$ cat config.mk
export PLATFORM = sky130hd
export DESIGN_NAME = modn_updown_counter
export DESIGN_NICKNAME = d
export VERILOG_FILES = /design/src/rtl/modn_updown_counter.sv
export SDC_FILE = /design/constraint.sdc
export NUM_CORES = 1
export LEC_CHECK = 0
export ABC_AREA = 1
export CORE_ASPECT_RATIO = 1.4
export CORE_MARGIN = 5
export CORE_UTILIZATION = 49
export DETAILED_ROUTE_END_ITERATION = 10
export PLACE_DENSITY = 0.8
export SLEW_MARGIN = 20
export SYNTH_ARGS = -nofsm -noshare
export SYNTH_HDL_FRONTEND = slang
export SYNTH_SLANG_ARGS = --single-unit
$ cat constraint.sdc
create_clock -name clk -period 3.3 [get_ports clk]
set_input_delay 0.99 -clock clk [delete_from_list [all_inputs] [get_ports clk]]
set_output_delay 0.99 -clock clk [all_outputs]
set_load 0.02 [all_outputs]
$ cat src/rtl/modn_updown_counter.sv
// Modulo-N up/down counter stage for the clock datapath (sec/min/hr).
// Supports clear, checked preset load, a BCD decode, carry/borrow and wrap flag.
//
// Ports:
//   clk       rising-edge clock
//   rst       asynchronous reset, active-high
//   clr       synchronous clear to RESET_VAL
//   en        count enable (0 hold, 1 step)
//   up        direction (1 increment, 0 decrement)
//   load      synchronous preset load of data
//   data      preset value, rejected when >= MODULUS
//   count     registered counter value
//   tens      BCD tens digit of count (4'hF when MODULUS > 100)
//   ones      BCD ones digit of count (4'hF when MODULUS > 100)
//   rco       combinational carry/borrow for cascading
//   wrap      one-cycle pulse after a wrap
//   load_err  one-cycle pulse after a rejected load
module modn_updown_counter #(
  parameter int MODULUS   = 60,
  parameter int WIDTH     = 7,
  parameter int RESET_VAL = 0
) (
  input  logic             clk,
  input  logic             rst,
  input  logic             clr,
  input  logic             en,
  input  logic             up,
  input  logic             load,
  input  logic [WIDTH-1:0] data,
  output logic [WIDTH-1:0] count,
  output logic [3:0]       tens,
  output logic [3:0]       ones,
  output logic             rco,
  output logic             wrap,
  output logic             load_err
);

  // Limits are held one bit wider than count so that
  // MODULUS == 2**WIDTH is still representable.
  localparam int MAXV = MODULUS - 1;
  localparam int ONEI = 1;

  localparam logic [WIDTH:0]   MOD_X = MODULUS[WIDTH:0];
  localparam logic [WIDTH:0]   MAX_X = MAXV[WIDTH:0];
  localparam logic [WIDTH-1:0] MAX_W = MAXV[WIDTH-1:0];
  localparam logic [WIDTH-1:0] RST_W = RESET_VAL[WIDTH-1:0];
  localparam logic [WIDTH-1:0] ONE_W = ONEI[WIDTH-1:0];

  logic [WIDTH:0]   cnt_x;
  logic [WIDTH:0]   data_x;
  logic             at_max;
  logic             at_zero;
  logic             data_ok;

  logic             do_clr;
  logic             do_load;
  logic             do_step;

  logic [WIDTH-1:0] cnt_d;
  logic             wrap_d;
  logic             lerr_d;

  assign cnt_x   = {1'b0, count};
  assign data_x  = {1'b0, data};
  assign at_max  = (cnt_x == MAX_X);
  assign at_zero = (count == '0);
  assign data_ok = (data_x < MOD_X);

  // One action per edge: clr beats load beats en.
  assign do_clr  = clr;
  assign do_load = load & ~clr;
  assign do_step = en & ~load & ~clr;

  // Terminal count for the current direction; feeds
  // the next stage's en within the same cycle.
  assign rco = ~rst & do_step &
               (up ? at_max : at_zero);

  always_comb begin
    cnt_d  = count;
    wrap_d = 1'b0;
    lerr_d = 1'b0;
    unique case (1'b1)
      do_clr: begin
        cnt_d = RST_W;
      end
      do_load: begin
        if (data_ok) begin
          cnt_d = data;
        end else begin
          lerr_d = 1'b1;
        end
      end
      do_step: begin
        if (up) begin
          if (at_max) begin
            cnt_d  = '0;
            wrap_d = 1'b1;
          end else begin
            cnt_d = count + ONE_W;
          end
        end else begin
          if (at_zero) begin
            cnt_d  = MAX_W;
            wrap_d = 1'b1;
          end else begin
            cnt_d = count - ONE_W;
          end
        end
      end
      default: begin
        cnt_d = count;
      end
    endcase
  end

  always_ff @(posedge clk or posedge rst) begin
    if (rst) begin
      count    <= RST_W;
      wrap     <= 1'b0;
      load_err <= 1'b0;
    end else begin
      count    <= cnt_d;
      wrap     <= wrap_d;
      load_err <= lerr_d;
    end
  end

  // Display decode; a three-digit range has no
  // two-digit BCD form, so it reads as blank.
  generate
    if (MODULUS > 100) begin : g_no_bcd
      assign tens = 4'hF;
      assign ones = 4'hF;
    end else begin : g_bcd
      int cnt_i;
      assign cnt_i = 32'(count);
      assign tens  = 4'(cnt_i / 10);
      assign ones  = 4'(cnt_i % 10);
    end
  endgenerate

endmodule

# After elaboration in Yosys (flattened, before gate mapping)
# Index checks and enable logic that the tools add are counted.
[word_totals]
ff_bits = 9
input_bits = 13
out_inout_bits = 18
elab_cells = 33
[classes]
n_addsub = 2
div_mod_pow = 2
order_cmp = 1
n_eq_ne = 2
muxes = 12
n_bitwise = 8
n_reduce_logical = 3
[ops]
columns = ["cell", "count"]
rows = [
  ["divider 8 x 5 -> 32 bit (second input constant)", 1],
  ["remainder unit 8 x 5 -> 32 bit (second input constant)", 1],
  ["2-to-1 mux 7 bit", 4],
  ["case mux 7 bit (3 select lines)", 1],
  ["adder 7 x 1 -> 7 bit (second input constant)", 1],
  ["equality test 7 x 6 -> 1 bit (second input constant)", 1],
  ["zero test 7 bit", 1],
  ["< comparator 7 x 6 -> 1 bit (second input constant)", 1],
  ["2-to-1 mux 1 bit", 7],
  ["subtractor 7 x 1 -> 7 bit (second input constant)", 1],
  ["AND 1 bit", 5],
  ["inverter 1 bit", 3],
  ["nonzero test 3 bit", 1],
  ["!= test 2 bit (second input constant)", 1],
  ["AND reduction 2 bit", 1],
]

# Longest topological paths before layout
[logic_depth]
ltp_word = 5
mapped_depth = 20
ltp_nobuf = 20

# Worst setup path before layout
# No wires, ideal clock.
[synth_timing]
kind = "flip-flop to output port"
startpoint = "register count[5]"
endpoint = "output ones[1]"
t_arrival_ns = 2.353
required_time_ns = 2.310
slack_ns = -0.043
path_stages_with_launch = 18
path_buffers = 0
path_cell_list = "dfrtp_1 -> inv_2 -> nand2_8 -> ha_1 -> inv_1 -> nand2_4 -> nand2_4 -> nand2_4 -> nand3_1 -> nand2_2 -> nor2_4 -> nand3_4 -> nand2_1 -> nand3_2 -> nand2_2 -> nand3_2 -> nand2_1 -> nand2_1"
[synth_via]
elab_chain_len = 1
[synth_lines]
columns = ["element", "line_no", "source"]
rows = [
  ["from (decl)", "30", "output logic [WIDTH-1:0] count,"],
  ["from (signal assigned)", "123", "count <= cnt_d;"],
  ["remainder unit 8 x 5 -> 32 bit", "139", "assign ones = 4'(cnt_i % 10);"],
  ["to (decl)", "32", "output logic [3:0] ones,"],
]
# Every way passes these cells.

# Worst setup path after layout
[layout_timing]
startpoint = "register count[4]"
endpoint = "output ones[2]"
# Same word-level chain as after synthesis.

==> flow_metrics.env <==
export IMPL_run_status="complete, but fails checks"
export IMPL_violations="setup timing"
export IMPL_power_leakage_nw=0.986
export IMPL_setup_viol=3
export IMPL_path_class="reg -> out"
export IMPL_start_kind="flop"
export IMPL_syn_area_um2=1230
export IMPL_grt_setup_unrepaired="true"
export IMPL_clk_latency_ps=270
export IMPL_dp_hpwl_um=2810
export IMPL_yosysTopAreaCell="dfrtp_1"
export IMPL_synth_seq_cells=9
export IMPL_grt_pass1_vias=1539
export IMPL_yosysTopAreaCellShare_pct=18.3
export IMPL_track_usage_pct=21.7
export IMPL_dp_cells=274
export IMPL_avgViaCountPerCell=5.30
export IMPL_hold_class="reg -> reg"
export IMPL_ff_latch_area_um2=228
export IMPL_final_nets=270
export IMPL_place_area_um2=1740
export IMPL_cp_end_kind="output port"
export IMPL_powerDensity_nw_per_um2=400
export IMPL_cts_root_buf="clkbuf_4"
export IMPL_worstPathArrival_ps=2430
export IMPL_coreArea_um2=2390
export IMPL_multi_input_area_um2=967
export IMPL_seqPwrFrac_pct=18.1
export IMPL_start_util_pct=51.4
export IMPL_port_buffers=30
export IMPL_cts_clk_slew_worst_paths_ps=60
export IMPL_grt_pass1_wl_um=6240
export IMPL_place_ws_ps=-339
export IMPL_critPathRequiredTime_ps=2310
export IMPL_final_period_utilization_pct=104
export IMPL_grt_overflow=0
export IMPL_switchingPower_w=0.000361
export IMPL_placementRows=21
export IMPL_final_min_clock_period_ps=3420
export IMPL_drv_cap=0
export IMPL_antenna_cells=0
export IMPL_holdWs_ps=768
export IMPL_worstMarginPinSlew_ps=405
export IMPL_ant_nets=0
export IMPL_cts_tree="done"
export IMPL_nFillCells=151
export IMPL_clockPowerShare_pct=11.7
export IMPL_fmax_mhz=292
export IMPL_intPower_w=0.000407
export IMPL_hold_viol=0
export IMPL_vias=1510
export IMPL_grt_max_degree=12
export IMPL_drc=0
export IMPL_area_growth_pct=56.1
export IMPL_yosys_warnings=0
export IMPL_seq_area_frac_synth_pct=18.3
export IMPL_ir_worst_vdd_uv=324
export IMPL_swShare_pct=47.0
export IMPL_die_area_um2=3630
export IMPL_cts_path_max_buffers=2
export IMPL_drt_first_pass_iters=5
export IMPL_syn_inst=189
export IMPL_pin_count=31
export IMPL_ys_types=30
export IMPL_fp_dieH_um=69.3
export IMPL_fin_area_um2=1920
export IMPL_fin_cells=285
export IMPL_die_width_um=52.3
export IMPL_antenna_found_initial=0
export IMPL_cts_htree_levels=1
export IMPL_cts_buffers=3
export IMPL_routed_wl_um=3730
export IMPL_cp_max_fo=4
export IMPL_cts_sinks=9
export IMPL_wl_per_cell_um=13.1
export IMPL_globalplace_congestion=0.887
export IMPL_drtIter0Drc=62
export IMPL_synth_area_leaders="dfrtp_1 (18%), nand2_1 (15%), nand3_1 (6.9%)"
export IMPL_drive_above_1_share_pct=33.5
export IMPL_comb_power_share_pct=70.2
export IMPL_avgSynthCellArea_um2=6.51
export IMPL_clock_skew_ps=4.14
export IMPL_synth_nets=207
export IMPL_drv_slew=0
export IMPL_worst_slew_margin_rel_pct=73.0
export IMPL_layout_setup_ws_ps=-122
-- critical path: stages, from the launching register on --
cell     delay (ps)
dfrtp_2         420
inv_4            80
nand2_8          50
ha_4            200
inv_2            60
nand2_4          50
nand2_4          80
nand2_4          80
nand3_2          70
nand2_2          70
nor2_4          170
nand4_1         200
buf_4           190
nand2_2          60
nand2_1          50
nand2_1          60
nand2_1          50
nand2_1          80
buf_6           120
-- cells in the final DEF (no fill, tap or decap), drive strengths merged --
cell type,synthesis,routed
nand4,8,8
o22ai,1,1
o211ai,2,2
o21ai,11,11
buf,4,36
clkbuf,0,5
dlymetal6s2s,0,1
nand3,24,24
inv,26,26
clkinv,1,1
clkdlybuf4s50,0,23
ha,5,5
a21oi,8,8
nor3b,1,1
xor2,4,4
nor3,3,3
nor2,12,12
xnor2,2,2
dlygate4sd2,0,1
o221ai,1,1
o21a,1,1
dfrtp,9,9
nand2,62,62
a22oi,4,4
-- synthesized netlist by cell type (all sizes together) --
master  count
o21ai      11
xor2        4
inv        26
o22ai       1
nor3        3
nand2      62
o221ai      1
dfrtp       9
buf         4
clkinv      1
ha          5
nand4       8
nand3      24
o21a        1
o211ai      2
nor2       12
a21oi       8
nor3b       1
xnor2       2
a22oi       4
-- stage by stage --
stage | util [%] | TNS, ps | total power [W]
after floorplan | - | 0 | 0.000426
after global placement | 72.8 | -1040 | 0.000595
after detailed placement | 72.8 | -1430 | 0.000610
after CTS | 79.1 | -270 | 0.000752
after global routing | 80.3 | -803 | 0.000819
final | 80.3 | -245 | 0.000768
-- timing repair --
item	in CTS	in global routing
buffers inserted	5	2
pin swaps	14	9
setup endpoints to repair	6	6
hold buffers	0	0
gates resized for setup	41	11
gates cloned	0	0
-- cell type report --
class / count / share of cell area, %
Sequential cell: 9 / 11.9
Multi-Input combinational cell: 149 / 50.4
Clock buffer: 4 / 1.37
Inverter: 27 / 5.74
Tap cell: 34 / 2.22
Timing Repair Buffer: 62 / 28.4
-- flip-flops by register name, summed over array words and instances, names as in the netlist --
name / count
count: 7
load_err: 1
wrap: 1
-- kinds of logic after synthesis --
| kind of cell | synth area share [%] |
|---|---|
| AND/OR/NAND/NOR | 48.3 |
| buffers and inverters | 10.5 |
| AO/OA/AOI/OAI | 13.5 |
| XOR/XNOR | 4.27 |
| flip-flops | 18.3 |
| adder cells (fa/ha/maj) | 5.09 |
-- layer usage --
layer  vias up  global-route usage, %  wire [um]
li1        752                      -          -
met1       692                   21.7       1410
met2        59                   41.4       2120
met3         7                   1.94        138
met4         0                   10.5         55
met5         -                      0          0
-- power groups by stage --
stage | Combinational, W | Sequential (W) | Clock, W
after CTS | 0.000522 | 0.000139 | 0.0000915
after global routing | 0.000582 | 0.000140 | 0.0000965
after floorplan | 0.000278 | 0.000148 | 0
after detailed placement | 0.000471 | 0.000139 | 0
after global placement | 0.000457 | 0.000138 | 0
final | 0.000539 | 0.000139 | 0.0000900
-- final timing paths --
check,startpoint,endpoint,slack [ps],cells past startpoint
setup / recovery,count[4]$_DFFE_PP0P_,ones[2],-120,18
hold / removal,count[5]$_DFFE_PP0P_,count[5]$_DFFE_PP0P_,770,3
setup reg to reg,count[6]$_DFFE_PP0P_,count[5]$_DFFE_PP0P_,1410,12
hold reg to reg,count[5]$_DFFE_PP0P_,count[5]$_DFFE_PP0P_,770,3
max in group asynchronous,rst,count[5]$_DFFE_PP0P_,1950,2
min in group asynchronous,rst,count[1]$_DFFE_PP0P_,1040,2
Power figures use the tool's default switching activity.
